==> src/rtl/vluint7_pkg.sv <==
// Shared types and constants for the vluint7 encoder.
// Optional build macro: VLUINT7_ZIGZAG_EN (signed zigzag input mapping).
package vluint7_pkg;

  localparam int MEM_ADDR_WIDTH = 16;
  localparam int WORD_WIDTH     = 32;
  localparam int MEM_DATA_WIDTH = 8;

  localparam int VLU_GROUP_BITS = 7;
  localparam int VLU_CONT_BIT   = 7;

  typedef enum logic [1:0] {
    IDLE = 2'd0,
    EMIT = 2'd1,
    DONE = 2'd2
  } state_t;

  function automatic int vlu_max_bytes(input int ww);
    return (ww + VLU_GROUP_BITS - 1) / VLU_GROUP_BITS;
  endfunction

endpackage

==> src/rtl/vluint7_zigzag.sv <==
// Zigzag map: small-magnitude signed values become small unsigned values.
// Only instantiated when VLUINT7_ZIGZAG_EN is defined.
module vluint7_zigzag #(
  parameter int WW = 32
) (
  input  logic [WW-1:0] value,
  output logic [WW-1:0] zz
);

  logic signed [WW-1:0] sv;

  assign sv = $signed(value);
  assign zz = (value << 1) ^ WW'(sv >>> (WW - 1));

endmodule

==> src/rtl/vluint7_enc.sv <==
// LEB128-style 7-bit group encoder writing one byte per granted cycle.
// Optional build macro: VLUINT7_ZIGZAG_EN (signed zigzag input mapping).
module vluint7_enc
  import vluint7_pkg::*;
#(
  parameter int AW = MEM_ADDR_WIDTH,
  parameter int WW = WORD_WIDTH,
  parameter int DW = MEM_DATA_WIDTH
) (
  input  logic          clk,
  input  logic          reset,
  input  logic          beg,
  input  logic [AW-1:0] addr,
  input  logic [WW-1:0] value,
  output logic          busy,
  output logic [AW-1:0] mem_addr,
  output logic [DW-1:0] mem_wdata,
  output logic          mem_we,
  input  logic          mem_gnt,
  output logic [AW-1:0] addr_out,
  output logic [3:0]    len,
  output logic          done
);

  state_t state, state_nx;

  logic [WW-1:0] enc_val;
  logic [WW-1:0] rem;
  logic [AW-1:0] cur_addr;
  logic [3:0]    cnt;
  logic          more;

`ifdef VLUINT7_ZIGZAG_EN
  vluint7_zigzag #(.WW(WW)) u_zigzag (
    .value (value),
    .zz    (enc_val)
  );
`else
  assign enc_val = value;
`endif

  assign more = |(rem >> VLU_GROUP_BITS);

  always_comb begin
    state_nx  = state;
    busy      = (state != IDLE);
    mem_we    = 1'b0;
    mem_addr  = '0;
    mem_wdata = '0;
    done      = 1'b0;
    unique case (state)
      IDLE: begin
        if (beg) state_nx = EMIT;
      end
      EMIT: begin
        mem_we   = 1'b1;
        mem_addr = cur_addr;
        mem_wdata[VLU_GROUP_BITS-1:0] =
          rem[VLU_GROUP_BITS-1:0];
        mem_wdata[VLU_CONT_BIT] = more;
        if (mem_gnt && !more) state_nx = DONE;
      end
      DONE: begin
        done     = 1'b1;
        state_nx = IDLE;
      end
      default: state_nx = IDLE;
    endcase
  end

  always_ff @(posedge clk) begin
    if (!reset) begin
      state    <= IDLE;
      rem      <= '0;
      cur_addr <= '0;
      cnt      <= '0;
      addr_out <= '0;
      len      <= '0;
    end else begin
      state <= state_nx;
      if (state == IDLE && beg) begin
        rem      <= enc_val;
        cur_addr <= addr;
        cnt      <= '0;
      end else if (state == EMIT && mem_gnt) begin
        rem      <= rem >> VLU_GROUP_BITS;
        cur_addr <= cur_addr + AW'(1);
        cnt      <= cnt + 4'd1;
        // results latch on the last grant so they are valid during DONE
        if (!more) begin
          addr_out <= cur_addr + AW'(1);
          len      <= cnt + 4'd1;
        end
      end
    end
  end

endmodule

==> config.mk <==
export PLATFORM = sky130hd
export DESIGN_NAME = vluint7_enc
export DESIGN_NICKNAME = d
export VERILOG_FILES = /design/src/rtl/vluint7_pkg.sv /design/src/rtl/vluint7_zigzag.sv /design/src/rtl/vluint7_enc.sv
export SDC_FILE = /design/constraint.sdc
export NUM_CORES = 1
export LEC_CHECK = 0
export BUFFER_PORTS_ARGS = -buffer_cell sky130_fd_sc_hd__buf_4
export CORE_MARGIN = 1
export CORE_UTILIZATION = 41
export CTS_CLUSTER_SIZE = 25
export DETAILED_ROUTE_END_ITERATION = 10
export PLACE_DENSITY = 0.63
export SLEW_MARGIN = 20
export SYNTH_ARGS = -nofsm -noshare
export SYNTH_HDL_FRONTEND = slang
export SYNTH_HIERARCHICAL = 1
export SYNTH_SLANG_ARGS = --single-unit
==> constraint.sdc <==
create_clock -name clk -period 2.1 [get_ports clk]
set_input_delay 0.21 -clock clk [delete_from_list [all_inputs] [get_ports clk]]
set_output_delay 0.21 -clock clk [all_outputs]
set_load 0.005 [all_outputs]
# Word-level counts from Yosys, hierarchy flattened
# Cells that the tools add are included.
[op_classes] n_bitwise=3 reduce_logical=11 add_sub_neg=2 mux=11 eq_ne=4
[op_table] op="32-bit 2-to-1 mux" count=2
[op_table] op="16-bit 2-to-1 mux" count=3
[op_table] op="25-bit OR reduction" count=1
[op_table] op="16-bit by 1-bit adder with 16-bit output, second input constant" count=1
[op_table] op="8-bit 2-to-1 mux" count=1
[op_table] op="4-bit by 1-bit adder with 4-bit output, second input constant" count=1
[op_table] op="2-bit 2-to-1 mux" count=2
[op_table] op="2-bit != test, second input constant" count=2
[op_table] op="2-bit case mux with 2 select lines" count=1
[op_table] op="2-bit nonzero test" count=2
[op_table] op="1-bit logical AND" count=3
[op_table] op="1-bit inverter" count=3
[op_table] op="3-bit AND reduction" count=1
[op_table] op="2-bit by 1-bit equality test with 1-bit output, second input constant" count=1
[op_table] op="2-bit equality test, second input constant" count=1
[op_table] op="2-bit zero test" count=1
[op_table] op="1-bit 2-to-1 mux" count=2
[op_table] op="2-bit AND reduction" count=1
[op_table] op="2-bit OR reduction" count=1
[op_table] op="1-bit zero test" count=1
[word_totals] output_inout_bits=47 reg_bits=74 wordCells=37 in_bits=52

# Logic depth before layout (Yosys ltp)
# Gate-level depths: netlist of run 1.
[logic_depth] word_depth=5 mapped_depth=6 ltp_nobuf=5

# Worst setup path after synthesis of run 1
# Ideal clock, no wire load.
[synth_path] path_kind="register -> register" start="reg cur_addr[0]" end="reg cur_addr[10]" path_buffers=1 stages_incl_launch_ff=7 arrival_ps=1469 slack_ps=499 t_required_ps=1967 setup_ps=133 cell_sequence="dfxtp_1 ha_1 and3_1 clkbuf_1 nand4_1 xor2_1 o22ai_1"
[synth_between] elab_chain_len=3
[synth_rtl] item="start, declared" line_no="vluint7_enc.sv:29" rtl="logic [AW-1:0] cur_addr;"
[synth_rtl] item="start signal, assigned" line_no="vluint7_enc.sv:83" rtl="cur_addr <= addr;"
[synth_rtl] item="start signal, assigned" line_no="vluint7_enc.sv:87" rtl="cur_addr <= cur_addr + AW'(1);"
[synth_rtl] item="16-bit by 1-bit adder with 16-bit output" line_no="vluint7_enc.sv:87"
[synth_rtl] item="16-bit 2-to-1 mux" line_no="vluint7_enc.sv:85" rtl="end else if (state == EMIT && mem_gnt) begin"
[synth_rtl] item="16-bit 2-to-1 mux" line_no="vluint7_enc.sv:81" rtl="if (state == IDLE && beg) begin"
# No other way between the ends. The select of a mux whose other input is x is not followed.
# A chain may end at the register's enable or synchronous reset.

# Final worst setup path of run 1
[layout_path] start="reg rem[13]" end="out mem_wdata[7]"
[layout_between] elab_chain_len=2
[layout_rtl] item="start, declared" line_no="vluint7_enc.sv:28" rtl="logic [WW-1:0] rem;"
[layout_rtl] item="start signal, assigned" line_no="vluint7_enc.sv:82" rtl="rem <= enc_val;"
[layout_rtl] item="start signal, assigned" line_no="vluint7_enc.sv:86" rtl="rem <= rem >> VLU_GROUP_BITS;"
[layout_rtl] item="25-bit OR reduction" line_no="vluint7_enc.sv:42" rtl="assign more = |(rem >> VLU_GROUP_BITS);"
[layout_rtl] item="8-bit 2-to-1 mux" line_no="vluint7_enc.sv:51" rtl="unique case (state)"
[layout_rtl] item="end, declared" line_no="vluint7_enc.sv:17" rtl="output logic [DW-1:0] mem_wdata,"
# No other way between the ends.

==> flow_summary.toml, run 1 <==
[run_status]
status = "complete, no violations"

[min_path]
hp-class = "in2reg"

[logic_synthesis]
yosysTopAreaCellShare_pct = 40.5
syn_nets = 476
ys.flop_type = "dfxtp_1"
synthCells = 422
syn_avg_cell_area_sq_um = 8.67
netlist.top_cell.by_area = "dfxtp_1"
yosys-top-cells-area = "dfxtp_1 (40%), a22oi_1 (7.2%), a21oi_1 (6.8%), and2_1 (4.1%), nand2_1 (4.1%)"
synthesis.area_sq_mm = 0.00366
seq_area_frac_synth_pct = 40.5
ys_ff_latch = 74
synth.distinct_cells = 50
ys.warnings.count = 6
synth_edf_count = 0
async_flop_share_pct = 0

[clock_network]
tritoncts = "done"
cts_setup_buffers = 0
clk_pin_slew_ns = 0.08
clock_sinks = 74
cts_root_buf = "clkbuf_8"
cts-resized-gates = 4
clk_latency_ns = 0.35
clock_path_buffers = 2
cts_htree_levels = 3
postCtsHoldBufs = 0
cts_buffers = 9

[timing]
period_needed_ns = 2.00
maxSlewHeadroom_pct = 52.8
clock_skew_ns = 0.00619
maxSlewViolCount = 0
postLayoutSetupSlackWorst_ns = 0.0963
timing.final.crit_share_pct = 95.4
fin_setup_tns_ns = 0
timing.hold.ws_ns = 0.0649
fmax_mhz = 499
finalHoldViolCount = 0
tightest_slew_ns = 0.707
setup-violations-final = 0

[global_route]
antenna_found_initial = 0
grt_pass1_vias = 3174
grt_max_degree = 34
grt_usage_pct = 22.4
grt_pass1_wl_um = 15900
overflow = 0

[floorplan]
start_util_pct = 42.2
die_w_um = 96.5
die-area_sq_mm = 0.00930
die_h_um = 96.5
rows = 34
ioPinCount = 99
core_sq_mm = 0.00868

[place]
dp_slack_ns = 0.280
port_buffers = 98
dp_hpwl_um = 7340
dpl_cell_area_sq_mm = 0.00449
place_inst = 608
gp_congestion = 0.831

[route]
first_pass_iters = 4
ant_nets = 0
vias = 3465
drt_iter0_markers = 140
post-route-drc-count = 0
via_per_inst = 5.55
wl_per_cell_um = 16.3
wl_um = 10200

[pwr]
finalPower_mw = 3.27
powerDensity_mw_per_mm2 = 689
p_leak_nw = 1.83
ir_worst_vdd_v = 0.000342

[worst_setup_path]
end_kind = "output port"
max_stage_delay_ns = 0.36
worst_ep_arrival_time_ns = 1.79
path_cells = "nor4_2 -> and4_4 -> and2_2 -> nor2b_1 -> buf_4"
r2r_setup_slack_ns = 0.27
path_max_fanout = 7
cp.required_ns = 1.89
start_kind = "flip-flop"
critPathSlowestCell = "dfxtp_1"
criticalPathCategory = "reg2out"

[final_layout]
final_core_util_pct = 54.6
final_cell_count_no_fill = 624
final_cell_area_sq_mm = 0.00474
syn_to_final_growth_pct = 29.6
drive_gt1_share_pct = 32.0
fin_nets = 565
diodes = 0

[flow_run]
drv_cap = 0
-- layout by cell type, fill, tap and decap left out, drive strengths merged, types with 3 or more instances in the layout --
| master | synthesis | final |
|---|---|---|
| nor2b | 3 | 3 |
| a21oi | 50 | 50 |
| xnor2 | 13 | 13 |
| nand2 | 40 | 40 |
| and2 | 26 | 26 |
| and4 | 6 | 6 |
| buf | 22 | 116 |
| a22oi | 35 | 35 |
| a31oi | 7 | 7 |
| xor2 | 5 | 5 |
| inv | 4 | 5 |
| o22ai | 6 | 6 |
| nand3 | 11 | 11 |
| clkbuf | 15 | 12 |
| a311oi | 11 | 11 |
| a211oi | 11 | 11 |
| nor4 | 14 | 14 |
| nor3 | 6 | 6 |
| nor2 | 31 | 31 |
| dfxtp | 74 | 74 |
| o21ai | 12 | 12 |
| nand4 | 6 | 6 |
-- flip-flops by register name (all words and copies together) (netlist names) --
register and count:
state 2, addr_out 16, cnt 4, rem 32, cur_addr 16, len 4
-- per-layer routing --
layer  routed length (um)  vias to the layer above  GRT usage [%]
met5                    0                        -              0
met4                   68                        0           7.72
met3                  435                        7           3.21
met2                 4940                       87           36.2
met1                 4710                     1653           30.6
li1                     -                     1718              -
-- cell families (layout without fill, tap and decap cells) --
| group | Yosys count | after routing | share of synthesized area (%) |
|---|---|---|---|
| AOI/OAI and AO/OA | 136 | 136 | 25.0 |
| adders and majority gates | 2 | 2 | 0.684 |
| DFF | 74 | 74 | 40.5 |
| buffers and inverters | 43 | 137 | 5.88 |
| xor gates and xnor gates | 18 | 18 | 4.31 |
| and+or+nand+nor | 148 | 148 | 23.3 |
| muxes | 1 | 1 | 0.274 |
-- synth_stat cells (2+ instances only) --
master / instances
nand4_4: 2
nand4_1: 3
buf_2: 17
and3_1: 2
clkbuf_1: 14
nor4_1: 9
and2_1: 24
dfxtp_1: 74
a31oi_1: 7
inv_1: 4
a22oi_1: 35
buf_6: 3
nor4_2: 4
a211oi_2: 10
xor2_1: 5
and4_1: 4
o22ai_1: 6
a21oi_1: 50
nand3_1: 10
xnor2_1: 13
a311oi_1: 11
nor2_1: 30
nor2b_1: 3
ha_1: 2
o21ai_0: 12
nor3_1: 5
nand2_1: 40
-- power by group --
part / switching, mW / internal (mW)
sequential: 0.0945 / 1.47
clock: 0.543 / 0.613
combinational: 0.286 / 0.257
-- worst paths after layout --
path                  from           end  cells after the start
setup / recovery   rem[13]  mem_wdata[7]                      5
hold / removal     mem_gnt      state[0]                      2
setup reg to reg  state[0]   addr_out[5]                      5
hold reg to reg     rem[3]        rem[3]                      2
-- worst max-delay path, delay by kind of cell, from the launching register on --
family | cells | cell delay [ns]
buffers and inverters | 1 | 0.13
flip-flops | 1 | 0.36
AND/OR/NAND/NOR | 4 | 0.96
-- cell type report --
| type | count | area [sq um] |
|---|---|---|
| fillers | 812 | 3940 |
| well taps | 108 | 135 |
| repair buffers | 116 | 883 |
| clock buffers | 12 | 155 |
| multi-input cells | 305 | 2020 |
| inverters | 5 | 18.8 |
| flip-flops and latches | 74 | 1480 |
| clock inverters | 4 | 50.0 |
(Power assumes the default switching activity.)
==> run 2: changes to the inputs <==
ABC_AREA = 1   (was default)
SLEW_MARGIN = 15   (was 20)
==> run 2 against run 1 <==
  * Global-route usage grew 1.2 points
  * Final area shrank 4.0%
  * Clock skew grew 0.0013 ns
  * Area after synthesis shrank 1.1%
  * Non-clock buffer count shrank 9
  * Clock power shrank 14%
  * Largest power group unchanged
  * Setup slack gained 0.21 ns
  * Critical path type unchanged
  * First-iteration DRC count grew 42%
==> flow_summary.toml, run 2 <==
[floorplan]
die-area_sq_mm = 0.00920
ioPinCount = 99
rows = 33
die_h_um = 95.9
start_util_pct = 43.2
die_w_um = 95.9
core_sq_mm = 0.00838

[final_layout]
largest_reg_flops = 32
largest_register = "rem"
fin_nets = 692
syn_to_final_growth_pct = 25.9
final_common_cell = "nand2_1"
diodes = 0
final_core_util_pct = 54.3
biggestRegsByFlops = "rem x32, addr_out x16, cur_addr x16"
layout_common_cells = "nand2_1 (171), buf_4 (107), dfxtp_1 (74)"
fill_cells = 857
drive_gt1_share_pct = 20.6
seqCellArea_sq_mm = 0.00148
multi_input_area_sq_mm = 0.00176

[pwr]
powerDensity_mw_per_mm2 = 684
ir_worst_vdd_v = 0.000351
p_leak_nw = 1.97

[global_route]
overflow = 0
grt_pass1_wl_um = 16400
antenna_found_initial = 0
grt_pass1_vias = 3435
grt_max_degree = 33
grt_usage_pct = 23.7

[timing]
clock_skew_ns = 0.00750
rsz0062_at_grt = "no"
fmax_mhz = 557
fin_setup_tns_ns = 0
period_needed_ns = 1.79
maxSlewHeadroom_pct = 61.3
tightest_slew_ns = 0.580
timing.final.crit_share_pct = 85.5
maxSlewViolCount = 0
finalHoldViolCount = 0
setup-violations-final = 0

[logic_synthesis]
ys_top_cells_by_count = "nand2_1 (171), dfxtp_1 (74), nor2_1 (67)"
synth_edf_count = 0
ys.warnings.count = 6
synth.distinct_cells = 26
syn_nets = 601
async_flop_share_pct = 0
synthCells = 547
seq_area_frac_synth_pct = 41.0
yosysTopAreaCellShare_pct = 41.0
ys.flop_type = "dfxtp_1"
netlist.top_cell.by_area = "dfxtp_1"
yosys-top-cells-area = "dfxtp_1 (41%), nand2_1 (18%), nor2_1 (7.0%), a21oi_1 (6.1%), inv_1 (5.4%)"
syn_avg_cell_area_sq_um = 6.61
synthesis.area_sq_mm = 0.00362
yosysMostFrequentCell = "nand2_1"
ys_ff_latch = 74

[route]
via_per_inst = 5.14
wl_um = 10400
drt_iter0_markers = 199
first_pass_iters = 5
post-route-drc-count = 0
wl_per_cell_um = 14.0
ant_nets = 0
vias = 3832

[clock_network]
clk_pin_slew_ns = 0.08
cts_setup_buffers = 0
cts_buffers = 9
cts_root_buf = "clkbuf_8"
clock_sinks = 74
cts_htree_levels = 3
cts-resized-gates = 0
clk_latency_ns = 0.35
postCtsHoldBufs = 0
clock_path_buffers = 2
tritoncts = "done"

[worst_setup_path]
worst_ep_arrival_time_ns = 1.58
reg2reg_from = "cur_addr[0]"
cp.required_ns = 1.89
start_kind = "flip-flop"
path_max_fanout = 3
end_kind = "output port"
criticalPathCategory = "reg2out"
startpoint = "rem[28]"

[run_status]
status = "complete, no violations"

[place]
dp_hpwl_um = 7620
gp_congestion = 0.897
port_buffers = 98

[min_path]
hp-class = "in2reg"
holdCritStartpoint = "value[29]"

[flow_run]
drv_cap = 0
-- run 2: cell types whose count changed after synthesis, sizes merged, moves of 14 or more --
cell / change
nand2: +135
inv: +52
nor2: +39
a22oi: -34
and2: -26
nand3: +21
o21ai: +19
a31oi: +14
nor4: -14
-- run 2: per-layer routing --
| metal | up-vias | global-route usage, % | wire [um] |
|---|---|---|---|
| met5 | - | 0 | 0 |
| met4 | 0 | 9.83 | 210 |
| met3 | 17 | 3.32 | 686 |
| met2 | 143 | 41.3 | 5070 |
| met1 | 1748 | 29.2 | 4470 |
| li1 | 1924 | - | - |
-- run 2: metrics by stage --
stage          cell area [sq um]  setup slack (ns)  power (mW)  cells  hold WS (ns)
2_1_floorplan               3620             0.769        1.93    547         0.348
3_3_place_gp                4380             0.437        2.14    732         0.458
3_5_place_dp                4380             0.475        2.14    732         0.462
4_1_cts                     4550             0.283        3.12    746         0.105
5_1_grt                     4550             0.191        3.26    746         0.110
6_report                    4550             0.305        3.12    746         0.110
-- run 2: logic make-up (layout without fill, tap and decap cells) --
logic type	count (synthesis)	in the layout	synth area share, %
and+or+nand+nor	283	283	31.8
AOI/OAI and AO/OA	98	98	14.4
buffers and inverters	83	177	10.4
DFF	74	74	41.0
xor gates and xnor gates	7	7	1.69
adders and majority gates	2	2	0.692
-- run 2: final timing paths --
| kind | to | slack [ns] | cells after the start |
|---|---|---|---|
| setup / recovery | mem_wdata[7] | 0.31 | 7 |
| hold / removal | rem[29] | 0.11 | 3 |
| setup reg to reg | cur_addr[14] | 0.45 | 8 |
| hold reg to reg | addr_out[4] | 0.47 | 2 |
-- run 2: worst max-delay path: stages, from the launching register on --
cell and delay [ns]:
dfxtp_1 0.33, nor2_1 0.16, nand4_1 0.11, nor2_1 0.21, nand2_1 0.15, nand2_1 0.08
inv_1 0.06, buf_4 0.13
-- run 2: power breakdown --
group          total [mW]  leakage [nW]  switching [mW]  internal (mW)
clock                1.00        0.0883           0.520          0.481
sequential           1.55         0.604          0.0675           1.48
combinational       0.565          1.27           0.342          0.223
-- run 2: final cells by class --
cell class                 count  area share (%)
inverter                      56            4.62
timing repair buffer         107            17.6
tap                          105            2.89
clock buffer                  12            3.41
clock inverter                 2           0.302
multi-input combinational    390            38.6
sequential                    74            32.5
==> run 3: changes to the inputs <==
REMOVE_ABC_BUFFERS = 1   (was default)
==> run 3 against run 2 <==
  * Global-route usage fell by 1.1 points
  * Hold slack improved by 0.011 ns
  * Fmax increased by 5.4%
  * Sequential cell count unchanged
  * Sequential power barely moved
  * Sequential share of layout area barely moved
  * First-iteration DRC count shrank 28%
  * Total power decreased by 1.7%
  * Wire length is 7.1% lower
==> flow_summary.toml, run 3 (synthesis gave the netlist of run 2 again) <==
[worst_setup_path]
end_kind = "output port"
start_kind = "flip-flop"
crit_family = "simple AND/OR/NAND/NOR gates"
crit_buf_inv = 2
worst_ep_arrival_time_ns = 1.49
path_max_fanout = 3
critPathSlowestCell = "dfxtp_1"
path_cells = "nor2_1 -> nand3_1 -> nor2_1 -> nand2_1 -> nand2_1 -> inv_1 -> buf_4"
criticalPathCategory = "reg2out"
cp.required_ns = 1.89
max_stage_delay_ns = 0.33

[clock_network]
cts_setup_buffers = 0
clock_sinks = 74
cts_buffers = 9
clock_path_buffers = 2
tritoncts = "done"
cts_root_buf = "clkbuf_8"
cts-resized-gates = 0
clk_latency_ns = 0.35
postCtsHoldBufs = 0
cts_htree_levels = 3
clk_pin_slew_ns = 0.07

[timing]
period_needed_ns = 1.70
tightest_slew_ns = 0.580
finalHoldViolCount = 0
fin_setup_tns_ns = 0
clock_skew_ns = 0.00750
postLayoutSetupSlackWorst_ns = 0.397
maxSlewViolCount = 0
setup-violations-final = 0
timing.hold.ws_ns = 0.121
rsz0062_at_grt = "no"
fmax_mhz = 587
maxSlewHeadroom_pct = 61.3
timing.final.crit_share_pct = 81.1

[floorplan]
start_util_pct = 43.2
die_w_um = 95.9
rows = 33
die-area_sq_mm = 0.00920
die_h_um = 95.9
core_sq_mm = 0.00838
ioPinCount = 99

[place]
dp_hpwl_um = 6820
port_buffers = 98
gp_congestion = 0.916
dp_slack_ns = 0.486

[pwr]
p_leak_nw = 1.95
p_int_mw = 2.15
p_sw_mw = 0.912
pwr-share-seq_pct = 50.5
switching_share_pct = 29.8
p_comb_share_pct = 18.5
p_clk_share_pct = 31.1
powerDensity_mw_per_mm2 = 674
ir_worst_vdd_v = 0.000344

[route]
ant_nets = 0
first_pass_iters = 4
post-route-drc-count = 0
wl_um = 9700
vias = 3717
drt_iter0_markers = 144
wl_per_cell_um = 13.0
via_per_inst = 4.99

[global_route]
grt_usage_pct = 22.5
overflow = 0
grt_pass1_vias = 3514
antenna_found_initial = 0
grt_pass1_wl_um = 15900
grt_max_degree = 40

[final_layout]
largest_reg_flops = 32
diodes = 0
final_common_cell = "nand2_1"
syn_to_final_growth_pct = 25.7
layout_common_cells = "nand2_1 (171), buf_4 (105), dfxtp_1 (74)"
biggestRegsByFlops = "rem x32, addr_out x16, cur_addr x16"
fill_cells = 873
largest_register = "rem"
fin_nets = 691
drive_gt1_share_pct = 20.5

[min_path]
hp-class = "in2reg"

[flow_run]
drv_cap = 0

[run_status]
status = "complete, no violations"
[run 3: area by class of cell]
| cell class | instances | area, sq um | share of cell area [%] |
|---|---|---|---|
| multi-input cells | 390 | 1760 | 38.7 |
| inverters | 56 | 210 | 4.62 |
| clock buffers | 11 | 141 | 3.11 |
| repair buffers | 106 | 808 | 17.8 |
| clock inverters | 3 | 17.5 | 0.385 |
| well taps | 105 | 131 | 2.89 |
| flip-flops and latches | 74 | 1480 | 32.6 |
[run 3: path summary, 6_finish.rpt]
| kind | slack, ns | startpoint | to | cells past startpoint |
|---|---|---|---|---|
| setup / recovery | 0.40 | rem[31] | mem_wdata[7] | 7 |
| hold reg to reg | 0.46 | addr_out[8] | addr_out[8] | 2 |
| setup reg to reg | 0.48 | cur_addr[0] | cur_addr[14] | 8 |
| hold / removal | 0.12 | value[26] | rem[26] | 3 |
[run 3: through the flow]
step                      utilization, %  power, mW  std cells  cell area [sq um]
after floorplan                        -       1.88        520               3450
after global placement              52.4       2.14        731               4390
after detailed placement            52.4       2.15        731               4390
after CTS                           54.3       3.09        745               4550
after global routing                54.3       3.22        745               4550
final                               54.3       3.06        745               4550
[run 3: worst register-to-register path, delay by kind of cell, from the launching register on]
kind / cells / cell delay, ns
DFF: 1 / 0.43
adders and majority gates: 1 / 0.22
and+or+nand+nor: 6 / 0.73
AOI/OAI and AO/OA: 1 / 0.15
[run 3: power groups by stage]
stage / Combinational [mW] / Sequential (mW) / Clock, mW
floorplan: 0.324 / 1.56 / 0
global placement: 0.566 / 1.58 / 0
detailed placement: 0.570 / 1.58 / 0
CTS: 0.572 / 1.54 / 0.972
global route: 0.639 / 1.56 / 1.02
finish: 0.566 / 1.55 / 0.952
[run 3: routing by layer]
layer | part of all wire (%) | wire, um | vias to the layer above | track usage (%)
met1 | 45 | 4340 | 1648 | 26.9
met4 | 2.1 | 204 | 0 | 10.1
li1 | - | - | 1919 | -
met5 | 0 | 0 | - | 0
met2 | 47 | 4570 | 128 | 39.1
met3 | 6.1 | 592 | 22 | 4.42
